File: src/rtl/score_keeper.sv
// Game-state FSM and saturating BCD scorer downstream of the collision checker.
// Optional best-score register enabled by defining SCORE_KEEPER_BEST_EN.
module score_keeper #(
    parameter int DIGITS = 2
) (
    input  logic                clk,
    input  logic                reset,
    input  logic                start,
    input  logic                point,
    input  logic                gameover,
    output logic [4*DIGITS-1:0] score,
    output logic [4*DIGITS-1:0] best,
    output logic                running,
    output logic                over
);

    typedef enum logic [1:0] {
        IDLE = 2'd0,
        PLAY = 2'd1,
        OVER = 2'd2
    } state_t;

    state_t              state_q, state_d;
    logic [4*DIGITS-1:0] score_q, score_d;
    logic                point_q, start_q;
    logic                running_q, running_d;
    logic                over_q, over_d;
    logic                point_ev_s, start_ev_s;

    // All-9s saturates; otherwise ripple a decimal carry through the digits.
    function automatic logic [4*DIGITS-1:0] bcd_inc(input logic [4*DIGITS-1:0] v);
        logic [4*DIGITS-1:0] r;
        logic                carry;
        logic                all9;
        r     = v;
        carry = 1'b1;
        all9  = 1'b1;
        for (int i = 0; i < DIGITS; i++) begin
            if (v[4*i +: 4] != 4'd9) begin
                all9 = 1'b0;
            end
            if (carry) begin
                if (v[4*i +: 4] == 4'd9) begin
                    r[4*i +: 4] = 4'd0;
                end else begin
                    r[4*i +: 4] = v[4*i +: 4] + 4'd1;
                    carry       = 1'b0;
                end
            end
        end
        return all9 ? v : r;
    endfunction

    assign point_ev_s = point & ~point_q;
    assign start_ev_s = start & ~start_q;

    // State register, score and edge-detect samples.
    always_ff @(posedge clk or negedge reset) begin
        if (!reset) begin
            state_q   <= IDLE;
            score_q   <= '0;
            point_q   <= 1'b0;
            start_q   <= 1'b0;
            running_q <= 1'b0;
            over_q    <= 1'b0;
        end else begin
            state_q   <= state_d;
            score_q   <= score_d;
            point_q   <= point;
            start_q   <= start;
            running_q <= running_d;
            over_q    <= over_d;
        end
    end

    // Next-state and score update.
    always_comb begin
        state_d = state_q;
        score_d = score_q;
        case (state_q)
            IDLE: begin
                if (start_ev_s) begin
                    state_d = PLAY;
                    score_d = '0;
                end else begin
                    state_d = IDLE;
                end
            end
            PLAY: begin
                if (gameover) begin
                    state_d = OVER;
                end else if (point_ev_s) begin
                    score_d = bcd_inc(score_q);
                end else begin
                    score_d = score_q;
                end
            end
            OVER: begin
                if (start_ev_s) begin
                    state_d = IDLE;
                end else begin
                    state_d = OVER;
                end
            end
            default: begin
                state_d = IDLE;
                score_d = '0;
            end
        endcase
    end

    // Status flags decoded from the next state so they land with the state flop.
    always_comb begin
        running_d = 1'b0;
        over_d    = 1'b0;
        case (state_d)
            PLAY:    running_d = 1'b1;
            OVER:    over_d    = 1'b1;
            default: begin
                running_d = 1'b0;
                over_d    = 1'b0;
            end
        endcase
    end

`ifdef SCORE_KEEPER_BEST_EN
    logic [4*DIGITS-1:0] best_q, best_d;

    // Packed BCD compares correctly as plain unsigned.
    always_comb begin
        if ((state_q == PLAY) && gameover && (score_q > best_q)) begin
            best_d = score_q;
        end else begin
            best_d = best_q;
        end
    end

    // Best-score register, cleared only by reset.
    always_ff @(posedge clk or negedge reset) begin
        if (!reset) begin
            best_q <= '0;
        end else begin
            best_q <= best_d;
        end
    end

    assign best = best_q;
`else
    assign best = '0;
`endif

    assign score   = score_q;
    assign running = running_q;
    assign over    = over_q;

endmodule

File: config.mk
export PLATFORM = sky130hd
export DESIGN_NAME = score_keeper
export DESIGN_NICKNAME = d
export VERILOG_FILES = /design/src/rtl/score_keeper.sv
export SDC_FILE = /design/constraint.sdc
export NUM_CORES = 1
export LEC_CHECK = 0
export ABC_CLOCK_PERIOD_IN_PS = 1900
export BUFFER_PORTS_ARGS = -buffer_cell sky130_fd_sc_hd__buf_2
export CAP_MARGIN = 5
export CORE_MARGIN = 2
export CORE_UTILIZATION = 39
export CTS_BUF_LIST = sky130_fd_sc_hd__clkbuf_2 sky130_fd_sc_hd__clkbuf_4 sky130_fd_sc_hd__clkbuf_8
export DETAILED_ROUTE_END_ITERATION = 10
export SLEW_MARGIN = 5
export SYNTH_ARGS = -nofsm -noshare
export SYNTH_HDL_FRONTEND = slang
export SYNTH_SLANG_ARGS = --single-unit
File: constraint.sdc
create_clock -name clk -period 1.9 [get_ports clk]
set_input_delay 0.095 -clock clk [delete_from_list [all_inputs] [get_ports clk]]
set_output_delay 0.095 -clock clk [all_outputs]
set_load 0.01 [all_outputs]
# == Yosys cells after proc, flatten, opt, wreduce, memory -nomap -nowiden ==
# Index checks and enable logic that the tools add are counted.
# totals
in_bits,5
regBits,14
wordCells,53
# classes
n_addsub,2
muxes,23
bitwise,5
eq_ne,13
reduce_logical,3
# ops
operator,count
8-bit two-way mux,4
8-bit one-hot mux with 3 select lines,1
1-bit two-way mux,12
4-bit two-way mux,3
"2-bit != test, second input constant",5
"4-bit by 1-bit adder with 4-bit output, second input constant",2
"4-bit equality test, second input constant",2
"4-bit != test, second input constant",2
2-bit one-hot mux with 3 select lines,1
6-bit AND reduction,1
5-bit AND reduction,1
"2-bit by 1-bit equality test with 1-bit output, second input constant",2
"2-bit equality test, second input constant",2
2-bit two-way mux,2
1-bit inverter,3
1-bit bitwise AND,2
2-bit logical NOT,1

# == Longest topological paths before layout ==
# Gate-level depths: netlist (run 1).
# depth
depth_word,10
mapped_depth,6
ltp_nobuf,6

# == Least setup slack after synthesis (run 1) ==
# No wires, ideal clock.
# synth_timing
path_kind,reg-to-reg
start,register score_q[5] (netlist: score[5])
end,register score_q[5] (netlist: score[5])
path_stages_with_launch,6
t_arrival_ps,1518
required_time_ps,1775
setup_slack_ps,257
setup_ps,125
period_less_slack_ps,1643
path_cell_list,dfrtp_1 -> inv_1 -> ha_1 -> and3b_1 -> o31ai_4 -> mux2_4
# synth_via
elab_chain_len,7
elab_cells_between_ends,15
cone_classes,1 x add/sub; 3 x eq/ne; 10 x mux; 1 x reduce/logical
# synth_rtl
item,line,source
"start, declared",24,"logic [4*DIGITS-1:0] score_q, score_d;"
"start signal, assigned",68,score_q <= score_d;
"4-bit by 1-bit adder with 4-bit output, or another cell as far along",46,r[4*i +: 4] = v[4*i +: 4] + 4'd1;
4-bit two-way mux or 1-bit two-way mux (tied branches),"43, 39",
4-bit two-way mux or 1-bit two-way mux (tied branches),"42, 92",
8-bit two-way mux or 1-bit two-way mux (tied branches),"51, 90",
8-bit two-way mux or 1-bit two-way mux (tied branches),"92, 80",
8-bit two-way mux or 2-bit != test (tied branches),n/a,
8-bit one-hot mux with 3 select lines or 6-bit AND reduction (tied branches),n/a,
# Parallel ways exist; a longest one is shown, timed or not. The select of a mux whose other input is x is not followed.
# A chain may end at the register's enable or synchronous reset.

# == Worst setup path in the final report (run 1) ==
# Same ends and word-level chain as after synthesis.

==> out/metrics.cfg, run 1 <==
[run_status]
outcome = completed

[yosys]
yosys_most_used_dff = dfrtp_1
synth-seq-cells = 14
ys_warn_count = 0
synth_area_um2 = 774.5
seq_area_frac_synth_pct = 45.23
synth_cell_types = 30
synth-edff-count = 0
synth_cells = 73
syn_area_per_cell_um2 = 10.61
async_reset_ff_share_pct = 100.0

[worst_setup_path]
cpMaxStageDelayCell = dfrtp_1
cp.arrival_ns = 1.79
r2r_slack_ns = 0.28
r2r-start = score[5]
worstRegToRegCells = 5
slowest_delay_ns = 0.44
end_kind = register
crit_chain = inv_1, ha_1, and3b_1, o31ai_4, mux2_4
path_delay_family = flip-flops
cp_max_fo = 6
cp-start-kind = register
critPathKind = reg2reg
reg2reg_to = score[5]
path_buf_inv = 1
required_ns = 2.07

[timing]
clock.fmax_mhz = 616.9
tns_ns = 0
hold_violations = 0
drv_slew = 0
rsz0062_at_grt = no
fin_crit_ns = 1.621
clock_skew_ns = 0.001024
setup_violations = 0
finalCritPeriodShare_pct = 85.31

[global_route]
grt_pass1_wl_mm = 2.442
first_global_vias = 567
grtUsageTotal_pct = 13.48
grt_max_degree = 15
grt_antenna_before_repair = 0
gr-total-overflow = 0

[finish]
area_growth_pct = 18.58
drive_gt1_share_pct = 28.72
num_antenna_cells = 0
final_nets = 104
layout.cells.non_filler = 121
layout_common_cells = buf_2, dfrtp_1, conb_1

[power]
swShare_pct = 29.86
power_frac_seq_pct = 49.6
p_leak_nw = 0.4397
clkPwrFrac_pct = 28.8
powerDensity_nw_per_um2 = 810.2
p_sw_mw = 0.2222
p_comb_share_pct = 21.6
p_int_mw = 0.5219
ir_drop_uv = 353.2

[die]
num_rows = 16
core_um2 = 1922
die-area_um2 = 2359
initial_core_util_pct = 40.30
fp.dieW_um = 48.57
die_h_um = 48.57
ios = 23

[drt]
vias_per_cell = 4.702
wl_met3_um = 46
drt-total-wl_mm = 1.382
drc = 0
route.met2.wl_um = 658
antenna_left = 0
first_pass_iters = 3
routed.top_layer = met4
vias = 569
met1_length_um = 668
routedWlPerCell_um = 11.42
drt-initial-drc-count = 4

[place]
routabilityCongestion = 0.7265
placed_cells = 114
port_buffers = 14
dp_hpwl_mm = 1.009

[hold_path]
hp-class = in2reg
hp-start = gameover
whs_path_depth = 3
hold_path_end = over

[clock_network]
path_clk_slew_ns = 0.09
cts_made_buffers = 3
ctsResizeCount = 0
cts_buffer_depth = 2
clkLatencyLatePin_ns = 0.28
root_buffer = clkbuf_4
cts_tree = done
htree_levels = 1
cts.sinks = 14
postCtsSetupRepairBufs = 0

[job]
drv_cap = 0

==> worst register-to-register path, delay by kind of cell, from the launching register on <==
kind / cells / cell delay, ns
buf+inv: 1 / 0.06
compound gates: 1 / 0.28
fa+ha+maj: 1 / 0.19
simple gates: 1 / 0.23
flops: 1 / 0.44
mux: 1 / 0.32
==> through the flow <==
step                util, %  worst slack [ns]  area [µm²]  power [mW]  hold slack (ns)
detailed placement    44.34            0.2854       852.1      0.5332          0.01170
CTS                   47.79            0.2633       918.4      0.7532          0.09467
global route          47.79            0.1755       918.4      0.7948           0.1214
global placement      44.34            0.3231       852.1      0.5338          0.01402
finish                47.79            0.2791       918.4      0.7441           0.1037
floorplan                 -            0.2565       800.8      0.4852          -0.2006
==> sequential cells by signal (all words and copies together) (netlist names) <==
signal and cells:
point_q 1, state_q 2, score 8, over 1, start_q 1, running 1
==> worst max path at each step <==
stage / to / start / cells past startpoint
finish: score[5] / score[5] / 5
detailed placement: score[5] / score[4] / 4
global route: score[5] / score[5] / 5
floorplan: score[5] / score[5] / 5
global placement: score[5] / score[5] / 5
CTS: score[5] / score[5] / 5
==> per-layer routing <==
layer	up-vias	global-route usage (%)
li1	287	-
met1	270	16.24
met2	10	22.69
met3	2	2.778
met4	0	7.143
met5	-	0
==> kinds of logic after synthesis <==
kind of cell	share of synthesized area [%]
other	0.4842
AO/OA/AOI/OAI	12.60
AND/OR/NAND/NOR	21.33
flip-flops	45.23
multiplexers	4.684
buffers and inverters	9.209
adder cells (fa/ha/maj)	6.462
==> power groups by stage <==
stage	logic [mW]	registers (mW)	clock network [mW]
after floorplan	0.105	0.380	0
after global placement	0.160	0.374	0
after detailed placement	0.158	0.375	0
after CTS	0.163	0.369	0.221
after global routing	0.181	0.377	0.237
final	0.161	0.369	0.214
==> area by class of cell <==
class | count | area (µm²)
timing repair buffer | 18 | 107.6
clock buffer | 4 | 36.28
inverter | 3 | 11.26
tap | 27 | 33.78
fill | 190 | 1003
multi-input combinational | 55 | 379.1
sequential | 14 | 350.3
==> cells in the mapped netlist, types with 2 or more instances <==
master / number / area, µm²
nand2_1: 5 / 18.77
a21oi_1: 2 / 10.01
a31oi_1: 2 / 12.51
nor2b_1: 2 / 12.51
buf_4: 8 / 60.06
dfrtp_1: 14 / 350.3
o21ai_0: 6 / 30.03
ha_1: 4 / 50.05
nand3_1: 5 / 25.02
inv_1: 3 / 11.26
nor2_1: 2 / 7.510
nand2b_1: 2 / 12.51
==> repair_timing <==
| action | 4_1_cts | 5_1_grt |
|---|---|---|
| endpoints found under the hold margin | 16 | 0 |
| endpoints found under the setup margin | 0 | 0 |
| hold buffers | 3 | 0 |
Power figures use the tool's default switching activity.
==> inputs of run 2 (changes only) <==
--- a/config.mk
+++ b/config.mk
@@ -12,6 +12,7 @@
 export CORE_UTILIZATION = 39
 export CTS_BUF_LIST = sky130_fd_sc_hd__clkbuf_2 sky130_fd_sc_hd__clkbuf_4 sky130_fd_sc_hd__clkbuf_8
 export DETAILED_ROUTE_END_ITERATION = 10
+export PLACE_DENSITY_LB_ADDON = 0.12
 export SLEW_MARGIN = 5
 export SYNTH_ARGS = -nofsm -noshare
 export SYNTH_HDL_FRONTEND = slang
==> out/metrics.cfg, run 2 (synthesis gave the netlist of run 1 again) <==
[worst_setup_path]
slowest_delay_ns = 0.45
crit_chain = inv_1, ha_1, and3b_1, o31ai_4, mux2_4
cp.arrival_ns = 1.83
critPathKind = reg2reg
r2r_slack_ns = 0.24
required_ns = 2.07
cp-start-kind = register
path_buf_inv = 1
cpMaxStageDelayCell = dfrtp_1
end_kind = register
cp_max_fo = 6
path_delay_family = flip-flops

[finish]
num_antenna_cells = 0
final_nets = 104
fill_cells = 194
drive_gt1_share_pct = 28.72
final_design_area_no_fill_um2 = 918.4
area_growth_pct = 18.58
largest_reg_flops = 8
layout_common_cells = buf_2, dfrtp_1, conb_1

[clock_network]
ctsResizeCount = 0
cts_tree = done
root_buffer = clkbuf_4
htree_levels = 1
cts.sinks = 14
clkLatencyLatePin_ns = 0.27
path_clk_slew_ns = 0.09
cts_buffer_depth = 2
postCtsSetupRepairBufs = 0
hold_buffers = 3
cts_made_buffers = 3

[place]
port_buffers = 14
routabilityCongestion = 0.7252
dpl_cell_area_um2 = 852.1
dp_hpwl_mm = 1.025

[die]
initial_core_util_pct = 40.30
ios = 23
die-area_um2 = 2359
num_rows = 16
die_h_um = 48.57
fp.dieW_um = 48.57
core_um2 = 1922

[drt]
vias_per_cell = 4.702
antenna_left = 0
drc = 0
drt-total-wl_mm = 1.418
drt-initial-drc-count = 10
routedWlPerCell_um = 11.72
vias = 569
first_pass_iters = 4

[run_status]
outcome = completed

[global_route]
first_global_vias = 519
grtUsageTotal_pct = 13.24
gr-total-overflow = 0
grt_pass1_wl_mm = 2.463
grt_antenna_before_repair = 0
grt_max_degree = 15

[timing]
clock.fmax_mhz = 602.2
rsz0062_at_grt = no
whs_ns = 0.1001
tns_ns = 0
hold_violations = 0
setup_violations = 0
fin_crit_ns = 1.661
finalCritPeriodShare_pct = 87.40
drv_slew = 0
clock_skew_ns = 0.0006158

[power]
ir_drop_uv = 360.1
p_leak_nw = 0.4397
powerDensity_nw_per_um2 = 814.7

[job]
drv_cap = 0

[hold_path]
hp-class = in2reg

run 2: final timing paths:
kind / start / endpoint / depth (start not counted)
min reg2reg: score[7] / score[7] / 1
min: gameover / over / 3
min in group asynchronous: reset / over / 2
max: score[5] / score[5] / 5
max in group asynchronous: reset / point_q / 2
max reg2reg: score[5] / score[5] / 5
run 2: per-layer routing:
layer | up-vias | wire, µm | global-route usage [%]
met5 | - | 0 | 0
met4 | 0 | 9 | 4.286
met3 | 2 | 67 | 3.086
met2 | 16 | 645 | 20.14
met1 | 265 | 695 | 18.69
li1 | 286 | - | -
run 2: metrics by stage:
| step | cells | utilization, % | worst slack [ns] | power, mW |
|---|---|---|---|---|
| after CTS | 121 | 47.79 | 0.2381 | 0.7605 |
| after floorplan | 80 | - | 0.2565 | 0.4852 |
| final | 121 | 47.79 | 0.2394 | 0.7482 |
| after global placement | 114 | 44.34 | 0.3072 | 0.5361 |
| after detailed placement | 114 | 44.34 | 0.2583 | 0.5366 |
| after global routing | 121 | 47.79 | 0.1319 | 0.8058 |
run 2: layout make-up:
| class | count | area (µm²) | share of cell area, % |
|---|---|---|---|
| clock buffers | 4 | 36.28 | 3.951 |
| inverters | 3 | 11.26 | 1.226 |
| multi-input cells | 55 | 379.1 | 41.28 |
| flip-flops and latches | 14 | 350.3 | 38.15 |
| well taps | 27 | 33.78 | 3.678 |
| repair buffers | 18 | 107.6 | 11.72 |
run 2: where the power goes:
part / internal [mW] / total [mW] / switching, mW
combinational: 0.0743 / 0.165 / 0.0902
clock: 0.116 / 0.214 / 0.0980
sequential: 0.331 / 0.369 / 0.0381
run 2: tightest hold or removal path, stage by stage:
cell and delay (ns):
buf_2 0.12, nand2_1 0.06, o21ai_0 0.06
